==> src/rtl/ifq_pkg.sv <==
// Shared constants, the queue entry layout and PC arithmetic for the instruction-fetch queue.
package ifq_pkg;

    localparam int unsigned IFQ_DEPTH = 4;
    localparam int unsigned PTR_W     = $clog2(IFQ_DEPTH);
    localparam logic [31:0] NOP_INSTR = 32'h0000_0000;
    localparam logic [31:0] PC_STEP   = 32'd4;

    typedef struct packed {
        logic [31:0] pc;
        logic [31:0] instr;
    } ifq_entry_t;

    function automatic logic [31:0] pc_inc(input logic [31:0] pc);
        return pc + PC_STEP;
    endfunction

endpackage

==> src/rtl/sync_fifo.sv <==
// Small synchronous FIFO with a same-cycle clear; head is read combinationally.
module sync_fifo #(
    parameter int unsigned WIDTH = 32,
    parameter int unsigned DEPTH = 4
) (
    input  logic                   clk,
    input  logic                   rst,
    input  logic                   push_i,
    input  logic [WIDTH-1:0]       push_data_i,
    input  logic                   pop_i,
    input  logic                   clear_i,
    output logic                   full_o,
    output logic                   empty_o,
    output logic [$clog2(DEPTH):0] count_o,
    output logic [WIDTH-1:0]       head_o
);
    localparam int unsigned PW = $clog2(DEPTH);

    logic [WIDTH-1:0] mem_q [DEPTH];
    logic [PW-1:0]    wr_ptr_q, wr_ptr_d;
    logic [PW-1:0]    rd_ptr_q, rd_ptr_d;
    logic [PW:0]      count_q, count_d;
    logic             do_push_s, do_pop_s;

    assign do_pop_s  = pop_i && (count_q != '0);
    assign do_push_s = push_i && ((count_q != (PW+1)'(DEPTH)) || do_pop_s);

    // Pointer and occupancy next state; clear empties without touching storage
    always_comb begin
        wr_ptr_d = wr_ptr_q;
        rd_ptr_d = rd_ptr_q;
        count_d  = count_q;
        if (clear_i) begin
            wr_ptr_d = '0;
            rd_ptr_d = '0;
            count_d  = '0;
        end else begin
            if (do_push_s) begin
                wr_ptr_d = wr_ptr_q + PW'(1'b1);
            end else begin
                wr_ptr_d = wr_ptr_q;
            end
            if (do_pop_s) begin
                rd_ptr_d = rd_ptr_q + PW'(1'b1);
            end else begin
                rd_ptr_d = rd_ptr_q;
            end
            count_d = count_q + (PW+1)'(do_push_s) - (PW+1)'(do_pop_s);
        end
    end

    // Pointer and occupancy registers
    always_ff @(posedge clk) begin
        if (rst) begin
            wr_ptr_q <= '0;
            rd_ptr_q <= '0;
            count_q  <= '0;
        end else begin
            wr_ptr_q <= wr_ptr_d;
            rd_ptr_q <= rd_ptr_d;
            count_q  <= count_d;
        end
    end

    // Storage write
    always_ff @(posedge clk) begin
        if (do_push_s && !clear_i) begin
            mem_q[wr_ptr_q] <= push_data_i;
        end
    end

    assign full_o  = (count_q == (PW+1)'(DEPTH));
    assign empty_o = (count_q == '0);
    assign count_o = count_q;
    assign head_o  = mem_q[rd_ptr_q];

endmodule

==> src/rtl/ifetch_queue.sv <==
// Instruction-fetch front end: credit-limited sequential fetch, in-order response queue,
// and wrong-path discard after a redirect.
module ifetch_queue
    import ifq_pkg::*;
#(
    parameter int unsigned DEPTH    = IFQ_DEPTH,
    parameter logic [31:0] RESET_PC = 32'h0000_0000
) (
    input  logic        clk,
    input  logic        rst,
    output logic        imem_req_valid,
    input  logic        imem_req_ready,
    output logic [31:0] imem_req_addr,
    input  logic        imem_resp_valid,
    input  logic [31:0] imem_resp_data,
    input  logic        stall,
    input  logic        redirect,
    input  logic [31:0] redirect_pc,
    output logic        instr_valid,
    output logic [31:0] instrF,
    output logic [31:0] pcF,
    output logic [31:0] pcplus4F
);
    localparam int unsigned CW = $clog2(DEPTH) + 1;

    logic [31:0]   fetch_pc_q, fetch_pc_d;
    logic [CW-1:0] outstanding_q, outstanding_d;
    logic [CW-1:0] drop_q, drop_d;
    logic [CW-1:0] q_count_s, pcf_count_s;
    logic [CW:0]   credit_s;
    logic          req_fire_s, resp_s, keep_resp_s, pop_s;
    logic          q_empty_s, q_full_s, pcf_empty_s, pcf_full_s;
    logic [31:0]   pcf_head_s;
    ifq_entry_t    q_head_s, q_push_s;
    logic          unused_s;

    // Queued entries plus requests still in flight may never exceed the queue size
    assign credit_s       = {1'b0, q_count_s} + {1'b0, outstanding_q};
    assign imem_req_valid = !rst && !redirect && (credit_s < (CW+1)'(DEPTH));
    assign imem_req_addr  = fetch_pc_q;
    assign req_fire_s     = imem_req_valid && imem_req_ready;

    assign resp_s      = imem_resp_valid && (outstanding_q != '0);
    assign keep_resp_s = resp_s && (drop_q == '0) && !redirect;
    assign q_push_s    = '{pc: pcf_head_s, instr: imem_resp_data};

    assign instr_valid = !rst && !q_empty_s;
    assign pop_s       = instr_valid && !stall && !redirect;
    assign instrF      = instr_valid ? q_head_s.instr : NOP_INSTR;
    assign pcF         = instr_valid ? q_head_s.pc : 32'h0000_0000;
    assign pcplus4F    = instr_valid ? pc_inc(q_head_s.pc) : 32'h0000_0000;

    // Fetch PC, in-flight and wrong-path drop counters
    always_comb begin
        fetch_pc_d    = fetch_pc_q;
        outstanding_d = outstanding_q + CW'(req_fire_s) - CW'(resp_s);
        drop_d        = drop_q;
        if (redirect) begin
            fetch_pc_d = {redirect_pc[31:2], 2'b00};
            drop_d     = outstanding_q - CW'(resp_s);
        end else begin
            if (req_fire_s) begin
                fetch_pc_d = pc_inc(fetch_pc_q);
            end else begin
                fetch_pc_d = fetch_pc_q;
            end
            if (resp_s && (drop_q != '0)) begin
                drop_d = drop_q - CW'(1'b1);
            end else begin
                drop_d = drop_q;
            end
        end
    end

    // State registers
    always_ff @(posedge clk) begin
        if (rst) begin
            fetch_pc_q    <= RESET_PC;
            outstanding_q <= '0;
            drop_q        <= '0;
        end else begin
            fetch_pc_q    <= fetch_pc_d;
            outstanding_q <= outstanding_d;
            drop_q        <= drop_d;
        end
    end

    sync_fifo #(
        .WIDTH($bits(ifq_entry_t)),
        .DEPTH(DEPTH)
    ) u_instr_q (
        .clk        (clk),
        .rst        (rst),
        .push_i     (keep_resp_s),
        .push_data_i(q_push_s),
        .pop_i      (pop_s),
        .clear_i    (redirect),
        .full_o     (q_full_s),
        .empty_o    (q_empty_s),
        .count_o    (q_count_s),
        .head_o     (q_head_s)
    );

    // PCs of requests in flight; entries of wrong-path requests vanish with the clear
    sync_fifo #(
        .WIDTH(32),
        .DEPTH(DEPTH)
    ) u_pc_fifo (
        .clk        (clk),
        .rst        (rst),
        .push_i     (req_fire_s),
        .push_data_i(fetch_pc_q),
        .pop_i      (keep_resp_s),
        .clear_i    (redirect),
        .full_o     (pcf_full_s),
        .empty_o    (pcf_empty_s),
        .count_o    (pcf_count_s),
        .head_o     (pcf_head_s)
    );

    assign unused_s = ^{q_full_s, pcf_full_s, pcf_empty_s, pcf_count_s, redirect_pc[1:0]};

endmodule

==> config.mk <==
export PLATFORM = sky130hd
export DESIGN_NAME = ifetch_queue
export DESIGN_NICKNAME = d
export VERILOG_FILES = /design/src/rtl/ifq_pkg.sv /design/src/rtl/sync_fifo.sv /design/src/rtl/ifetch_queue.sv
export SDC_FILE = /design/constraint.sdc
export NUM_CORES = 1
export LEC_CHECK = 0
export ABC_CLOCK_PERIOD_IN_PS = 7300
export BUFFER_PORTS_ARGS = -buffer_cell sky130_fd_sc_hd__buf_2
export CORE_MARGIN = 4
export CORE_UTILIZATION = 50
export DETAILED_ROUTE_END_ITERATION = 16
export GPL_TIMING_DRIVEN = 1
export PLACE_DENSITY = 0.72
export SYNTH_ARGS = -nofsm -noshare
export SYNTH_HDL_FRONTEND = slang
export SYNTH_HIERARCHICAL = 1
export SYNTH_SLANG_ARGS = --single-unit
==> constraint.sdc <==
create_clock -name clk -period 7.3 [get_ports clk]
set_clock_uncertainty 0.15 [all_clocks]
set_input_delay 0.365 -clock clk [delete_from_list [all_inputs] [get_ports clk]]
set_output_delay 0.365 -clock clk [all_outputs]
set_load 0.03 [all_outputs]
# --- After elaboration in Yosys (flattened, before gate mapping) ---
# Memory sizes are Yosys's and may differ from the RTL's. A register that Yosys moved wholly into a read port is not among the register bits.
# Index checks and enable logic that the tools add are counted.
totals:
  reg_bits: 52
  ram_bits: 384
  input_bits: 70
  wordCells: 76
  mem_count: 2
classes:
  addsub: 15
  magnitude_cmp: 1
  eq_ne: 2
  n_mux: 15
  n_reduce_logical: 31
mem_list:
  columns: ["name", "words", "width", "read_ports", "rd_ports_with_merged_regs", "wr", "line_no", "source"]
  rows:
  - ["u_instr_q.mem_q", 4, 64, 1, 1, 1, "sync_fifo.sv:19", "logic [WIDTH-1:0] mem_q [DEPTH];"]
  - ["u_pc_fifo.mem_q", 4, 32, 1, 1, 1, "sync_fifo.sv:19", null]
ops:
  columns: ["cell", "n"]
  rows:
  - ["32-bit two-way mux", 5]
  - ["32-bit by 3-bit adder with 32-bit output (second input constant)", 2]
  - ["1-bit logical AND", 16]
  - ["3-bit nonzero test", 4]
  - ["3-bit by 1-bit subtractor with 3-bit output", 4]
  - ["3-bit by 1-bit adder with 3-bit output", 3]
  - ["2-bit by 1-bit adder with 2-bit output (second input constant)", 4]
  - ["2-bit two-way mux", 4]
  - ["3-bit zero test", 2]
  - ["3-bit two-way mux", 2]
  - ["3-bit != test (second input constant)", 2]
  - ["3-bit by 3-bit adder with 4-bit output", 1]
  - ["1-bit zero test", 4]
  - ["4-bit by 3-bit < comparator with 1-bit output (second input constant)", 1]
  - ["1-bit two-way mux", 4]
  - ["2-bit nonzero test", 2]
  - ["3-bit by 1-bit subtractor with 3-bit output (second input constant)", 1]
  - ["1-bit logical OR", 2]
  - ["2-bit OR reduction", 1]

# --- Longest topological paths before layout ---
# Gate-level depths: netlist of run 1.
logic_depth:
  depth_word: 11
  mapped_depth: 13
  mapped_depth_nobuf: 13

# --- Hierarchy ---
# The synthesis of run 1 kept the hierarchy.
by_module_without_submodules:
  columns: ["module", "n_inst", "cells_each", "area_per_inst_um2"]
  rows:
  - ["sync_fifo (u_instr_q)", 1, 383, 9724.3]
  - ["sync_fifo (u_pc_fifo)", 1, 216, 5089.9]
  - ["ifetch_queue", 1, 476, 3400.8]

# --- Least setup slack after synthesis of run 1 ---
# Ideal clock, no wire load.
synth_timing:
  path_type: "register -> register"
  start: "register u_instr_q.count_q[1] (netlist: u_instr_q/count_o[1])"
  end: "memory u_instr_q/mem_q[2][0] (netlist name), enable pin"
  setup_time_ns: 0.578
  arrival_time_ns: 6.244
  t_required_ns: 6.572
  path_slack_ns: 0.328
  stages_incl_launch_ff: 8
  period_less_slack_ns: 6.972
  cell_sequence: "dfxtp_1 -> nor3_1 -> or2_2 -> clkbuf_1 -> nor3_1 -> or4b_4 -> nand2_4 -> nor3b_1"
synth_via:
  elab_chain_len: 11
synth_lines:
  columns: ["item", "line_no", "source"]
  rows:
  - ["from (decl)", "sync_fifo.sv:22", "logic [PW:0] count_q, count_d;"]
  - ["from (signal assigned)", "sync_fifo.sv:61", "count_q <= count_d;"]
  - ["3-bit zero test", "sync_fifo.sv:73", "assign empty_o = (count_q == '0);"]
  - ["net q_empty_s", "ifetch_queue.sv:32", "logic q_empty_s, q_full_s, pcf_empty_s, pcf_full_s;"]
  - ["1-bit zero test", "ifetch_queue.sv:47", "assign instr_valid = !rst && !q_empty_s;"]
  - ["1-bit logical AND", "ifetch_queue.sv:47", null]
  - ["1-bit logical AND (2 in series)", "ifetch_queue.sv:48", "assign pop_s = instr_valid && !stall && !redirect;"]
  - ["net pop_s", "ifetch_queue.sv:31", "logic req_fire_s, resp_s, keep_resp_s, pop_s;"]
  - ["1-bit logical AND", "sync_fifo.sv:25", "assign do_pop_s = pop_i && (count_q != '0);"]
  - ["1-bit logical OR", "sync_fifo.sv:26", "assign do_push_s = push_i && ((count_q != (PW+1)'(DEPTH)) || do_pop_s);"]
  - ["1-bit logical AND", "sync_fifo.sv:26", null]
  - ["1-bit logical AND", "sync_fifo.sv:67", "if (do_push_s && !clear_i) begin"]
  - ["1-bit two-way mux", "sync_fifo.sv:67", null]
  - ["1-bit two-way mux (not written as such)", "sync_fifo.sv:68", "mem_q[wr_ptr_q] <= push_data_i;"]
  - ["to (decl)", "sync_fifo.sv:19", null]
# The timed path passes the listed nets, and every way through them passes these cells.

==> impl_metrics.tcl, run 1 <==
set metrics [dict create \
    drt_iter0_markers 793 \
    crit_chain "buf_4 > mux4_2 > nand4_2 > nand2b_1 > nor4_1 > xnor2_1 > nor2_1 > buf_2" \
    worstPathMaxFanout 35 \
    r2r_cells 12 \
    clock-sinks 438 \
    hp-class "in2reg" \
    grt_pass1_wl_mm 58.8 \
    setup_tns_ns 0 \
    final_cells 1834 \
    fin_crit_ns 4.82 \
    portBuffers 195 \
    place_congestion 0.796 \
    setup_violations 0 \
    grt_pass1_vias 10400 \
    ys.warnings.count 6 \
    cts_setup_buffers 0 \
    critical_path.startpoint_type "register" \
    clockBufferDepth 3 \
    cts-hold-fix-buffers 61 \
    critical-path-slowest-cell "dfxtp_2" \
    die_x_microns 199 \
    layout_commonest_cell "edfxtp_1" \
    worst-setup-path-type "reg2out" \
    core_sq_um 35700 \
    grt_max_degree 65 \
    first_pass_iters 5 \
    cts_resized 0 \
    postSynthCellCount 1072 \
    min_path_cells 4 \
    p_leak_nw 7.45 \
    dpl_cell_area_sq_um 19600 \
    layout_common_cells "384 x edfxtp_1, 195 x buf_2, 96 x mux4_2" \
    n_antenna_cell 0 \
    cp.arrival_ns 4.31 \
    final_area_sq_um 21600 \
    cts-root-buf "clkbuf_16" \
    grt_usage_pct 19.1 \
    tritoncts "built" \
    path_buf_inv 2 \
    dieArea_sq_um 39500 \
    cap_violations 0 \
    cp.depth 8 \
    worst_pin_slew_ns 1.17 \
    syn-cell-area_sq_um 18200 \
    area_growth_pct 18.8 \
    path_delay_family "simple AND/OR/NAND/NOR gates" \
    post-route-period-util_pct 66.1 \
    drc_errors 0 \
    cp_data_required_time_ns 6.78 \
    rows 69 \
    cp-end-kind "output pin" \
    hold_violations 0 \
    cts-buffers-inserted 44 \
    ios 200 \
    clk_latency_ns 0.55 \
    dieHeight_microns 199 \
    rsz0062_at_grt "false" \
    wl_mm 37.6 \
    fmax_ghz 0.207 \
    critical_path.max_stage_delay_ns 0.86 \
    nets 1433 \
    timing.slew.headroom_pct 22.1 \
    htree_levels 2 \
    power_density_nw_per_um2 246 \
    slew_violations 0 \
    post_drt_wl_per_cell_microns 20.5 \
    start_util_pct 50.9 \
    overflow 0 \
    layout-drive-gt1-share_pct 29.3 \
    vias_per_cell 5.70 \
    dp_cells 1694 \
    outcome "complete, no violations" \
    final_util_pct 60.5 \
    ant_nets 0 \
    antenna_found_initial 1 \
    synth.avg_cell_area_sq_um 17.0 \
    cts.clk_slew.worst_paths_ns 0.06 \
    num_vias 10500 \
    dpl.hpwl_mm 22.7 \
    peakVddDrop_uv 156 \
]
flip-flops by register name (all words and copies together), names as in the netlist, named ones only:
| signal | cells |
|---|---|
| u_pc_fifo/count_o | 3 |
| outstanding_q | 3 |
| u_instr_q/wr_ptr_q | 2 |
| u_instr_q/mem_q | 256 |
| imem_req_addr | 30 |
| u_pc_fifo/rd_ptr_q | 2 |
| u_instr_q/count_o | 3 |
| drop_q | 3 |
| u_pc_fifo/mem_q | 128 |
| u_pc_fifo/wr_ptr_q | 2 |
| u_instr_q/rd_ptr_q | 2 |
worst reg2reg max path: cells and delay by family, from the launching register on:
kind,cells,cell delay (ns)
simple gates,4,1.18
fa+ha+maj,3,0.85
buf+inv,2,0.61
flops,1,0.45
xor+xnor,2,0.26
compound gates,1,0.10
metrics by stage:
stage	total power, W	setup slack (ns)	hold slack, ns
6_report	0.00532	2.48	0.0476
5_1_grt	0.00553	2.21	0.0484
4_1_cts	0.00536	2.43	0.0173
3_5_place_dp	0.00319	3.01	0.354
3_3_place_gp	0.00318	3.04	0.334
2_1_floorplan	0.00308	0.337	0.286
worst paths after layout:
check,start,endpoint,slack [ns]
hold / removal,redirect_pc[30],imem_req_addr[30],0.05
setup reg to reg,u_instr_q/count_o[2],u_pc_fifo/count_o[2],3.60
hold reg to reg,u_pc_fifo/wr_ptr_q[1],u_pc_fifo/wr_ptr_q[1],0.36
setup / recovery,register,pcplus4F[31],2.48
per-layer routing:
| layer | up-vias | track usage [%] | part of all wire (%) |
|---|---|---|---|
| met5 | - | 0 | 0.032 |
| met4 | 2 | 4.28 | 1.6 |
| met3 | 60 | 3.76 | 8.0 |
| met2 | 438 | 30.6 | 46 |
| met1 | 5229 | 27.8 | 44 |
| li1 | 4733 | - | - |
final cells by class:
cell class | instances | area, sq um
flip-flops and latches | 438 | 12600
repair buffers | 270 | 1690
clock inverters | 21 | 220
inverters | 25 | 95.1
multi-input cells | 561 | 5250
fillers | 2613 | 14100
well taps | 461 | 577
clock buffers | 58 | 1160
where the power goes:
group | internal (W) | leakage (nW) | switching (W)
combinational | 0.000140 | 2.86 | 0.000202
clock | 0.00127 | 0.664 | 0.000887
sequential | 0.00277 | 3.92 | 0.0000502
total | 0.00418 | 7.45 | 0.00114
Power figures use the tool's default switching activity.
==> inputs of run 2 (changes only) <==
- ABC_CLOCK_PERIOD_IN_PS: 7300 -> 4490
- PLACE_DENSITY: 0.72 -> 0.7
- clock period: 7.3 -> 4.49 ns (I/O delays scaled with it)
==> run 2 against run 1 <==
Non-clock buffer count is 20 higher. First-iteration DRC count decreased by 13%. Core utilization rose by 1.1 points. Via count decreased by 0.25%.
==> impl_metrics.tcl, run 2 (same netlist as run 1, synthesis figures left out) <==
set metrics [dict create \
    n_fill_cell 2575 \
    grt_usage_pct 19.5 \
    area_growth_pct 21.0 \
    n_antenna_cell 0 \
    layout_common_cells "384 x edfxtp_1, 195 x buf_2, 96 x mux4_2" \
    final_util_pct 61.6 \
    hold_slack_ns 0.0789 \
    ios 200 \
    antenna_found_initial 0 \
    place_congestion 0.762 \
    portBuffers 195 \
    core_sq_um 35700 \
    peakVddDrop_uv 267 \
    critical_path.startpoint_type "register" \
    rows 69 \
    drt_iter0_markers 688 \
    largest-register "u_instr_q/mem_q" \
    nets 1453 \
    dpl.hpwl_mm 24.6 \
    timing.slew.headroom_pct 35.4 \
    hp-class "in2reg" \
    tritoncts "built" \
    start_util_pct 50.9 \
    routed.top_layer "met4" \
    cts.clk_slew.worst_paths_ns 0.06 \
    clock-sinks 438 \
    cts-buffers-inserted 44 \
    dpl_cell_area_sq_um 20000 \
    drc_errors 0 \
    worst_pin_slew_ns 0.965 \
    clockBufferDepth 3 \
    dp_cells 1711 \
    wl_mm 38.4 \
    fmax_ghz 0.256 \
    grt_max_degree 54 \
    setup_violations 0 \
    outcome "complete, no violations" \
    hold_violations 0 \
    layout-drive-gt1-share_pct 30.1 \
    p_leak_nw 7.66 \
    cts_setup_buffers 0 \
    met1Wirelength_mm 17.1 \
    final_area_sq_um 22000 \
    slew_violations 0 \
    post_drt_wl_per_cell_microns 20.7 \
    cp.arrival_ns 3.54 \
    post-route-period-util_pct 87.2 \
    vias_per_cell 5.63 \
    r2r_cells 7 \
    largest_reg_flops 256 \
    num_vias 10400 \
    cp_data_required_time_ns 4.12 \
    first_pass_iters 5 \
    worst-setup-path-type "reg2out" \
    dieArea_sq_um 39500 \
    overflow 0 \
    dr_wl_met2_mm 18.2 \
    grt_pass1_wl_mm 60.1 \
    dieHeight_microns 199 \
    cp-end-kind "output pin" \
    final_cells 1852 \
    grt_pass1_vias 10600 \
    dr_wl_met3_mm 2.49 \
    layout_commonest_cell "edfxtp_1" \
    min_path_cells 5 \
    fin_crit_ns 3.91 \
    cap_violations 0 \
    worstPathMaxFanout 25 \
    power_density_nw_per_um2 397 \
    ant_nets 0 \
    htree_levels 2 \
    rsz0062_at_grt "false" \
    die_x_microns 199 \
    clk_latency_ns 0.53 \
    cts-root-buf "clkbuf_16" \
]
run 2: through the flow:
step | setup TNS (ns) | power [W] | setup slack [ns]
6_report | 0 | 0.00873 | 0.577
5_1_grt | 0 | 0.00908 | 0.351
4_1_cts | 0 | 0.00882 | 0.567
3_5_place_dp | 0 | 0.00521 | 1.14
3_3_place_gp | 0 | 0.00519 | 1.13
2_1_floorplan | -33.18 | 0.00501 | -0.173
run 2: worst max-delay path: stages, from the launching register on:
cell and delay [ns]:
dfxtp_2 0.81, buf_4 0.36, mux4_2 0.29, and4_1 0.32, nand4_2 0.33, or3_1 0.41
a21oi_1 0.23, buf_2 0.25
run 2: area by class of cell:
cell class | instances | area (sq um) | share of cell area, %
clock inverter | 10 | 131 | 0.597
clock buffer | 67 | 1290 | 5.86
inverter | 25 | 95.1 | 0.432
multi-input combinational | 561 | 5300 | 24.1
timing repair buffer | 290 | 2000 | 9.08
sequential | 438 | 12600 | 57.3
tap | 461 | 577 | 2.62
run 2: repair_timing:
action	4_1_cts	5_1_grt
gates resized for setup	0	0
hold endpoints to repair	170	0
hold buffers	64	0
run 2: power by group:
| part | internal [W] | total (W) | switching [W] | leakage, nW |
|---|---|---|---|---|
| logic | 0.000245 | 0.000584 | 0.000339 | 3.04 |
| clock network | 0.00214 | 0.00356 | 0.00142 | 0.691 |
| registers | 0.00450 | 0.00458 | 0.0000787 | 3.92 |
run 2: path summary, 6_finish.rpt:
check                                             end  slack [ns]                   from
worst min-delay path            u_instr_q/rd_ptr_q[0]        0.08                  stall
worst min register to register  u_instr_q/wr_ptr_q[1]        0.36  u_instr_q/wr_ptr_q[1]
worst max-delay path                     pcplus4F[16]        0.58               register
worst max register to register  u_instr_q/mem_q[0][2]        1.36   u_instr_q/count_o[1]
run 2: routing by layer:
metal | vias to the layer above | track usage, %
li1 | 4764 | -
met1 | 5249 | 29.0
met2 | 381 | 31.2
met3 | 42 | 3.03
met4 | 0 | 3.98
met5 | - | 0
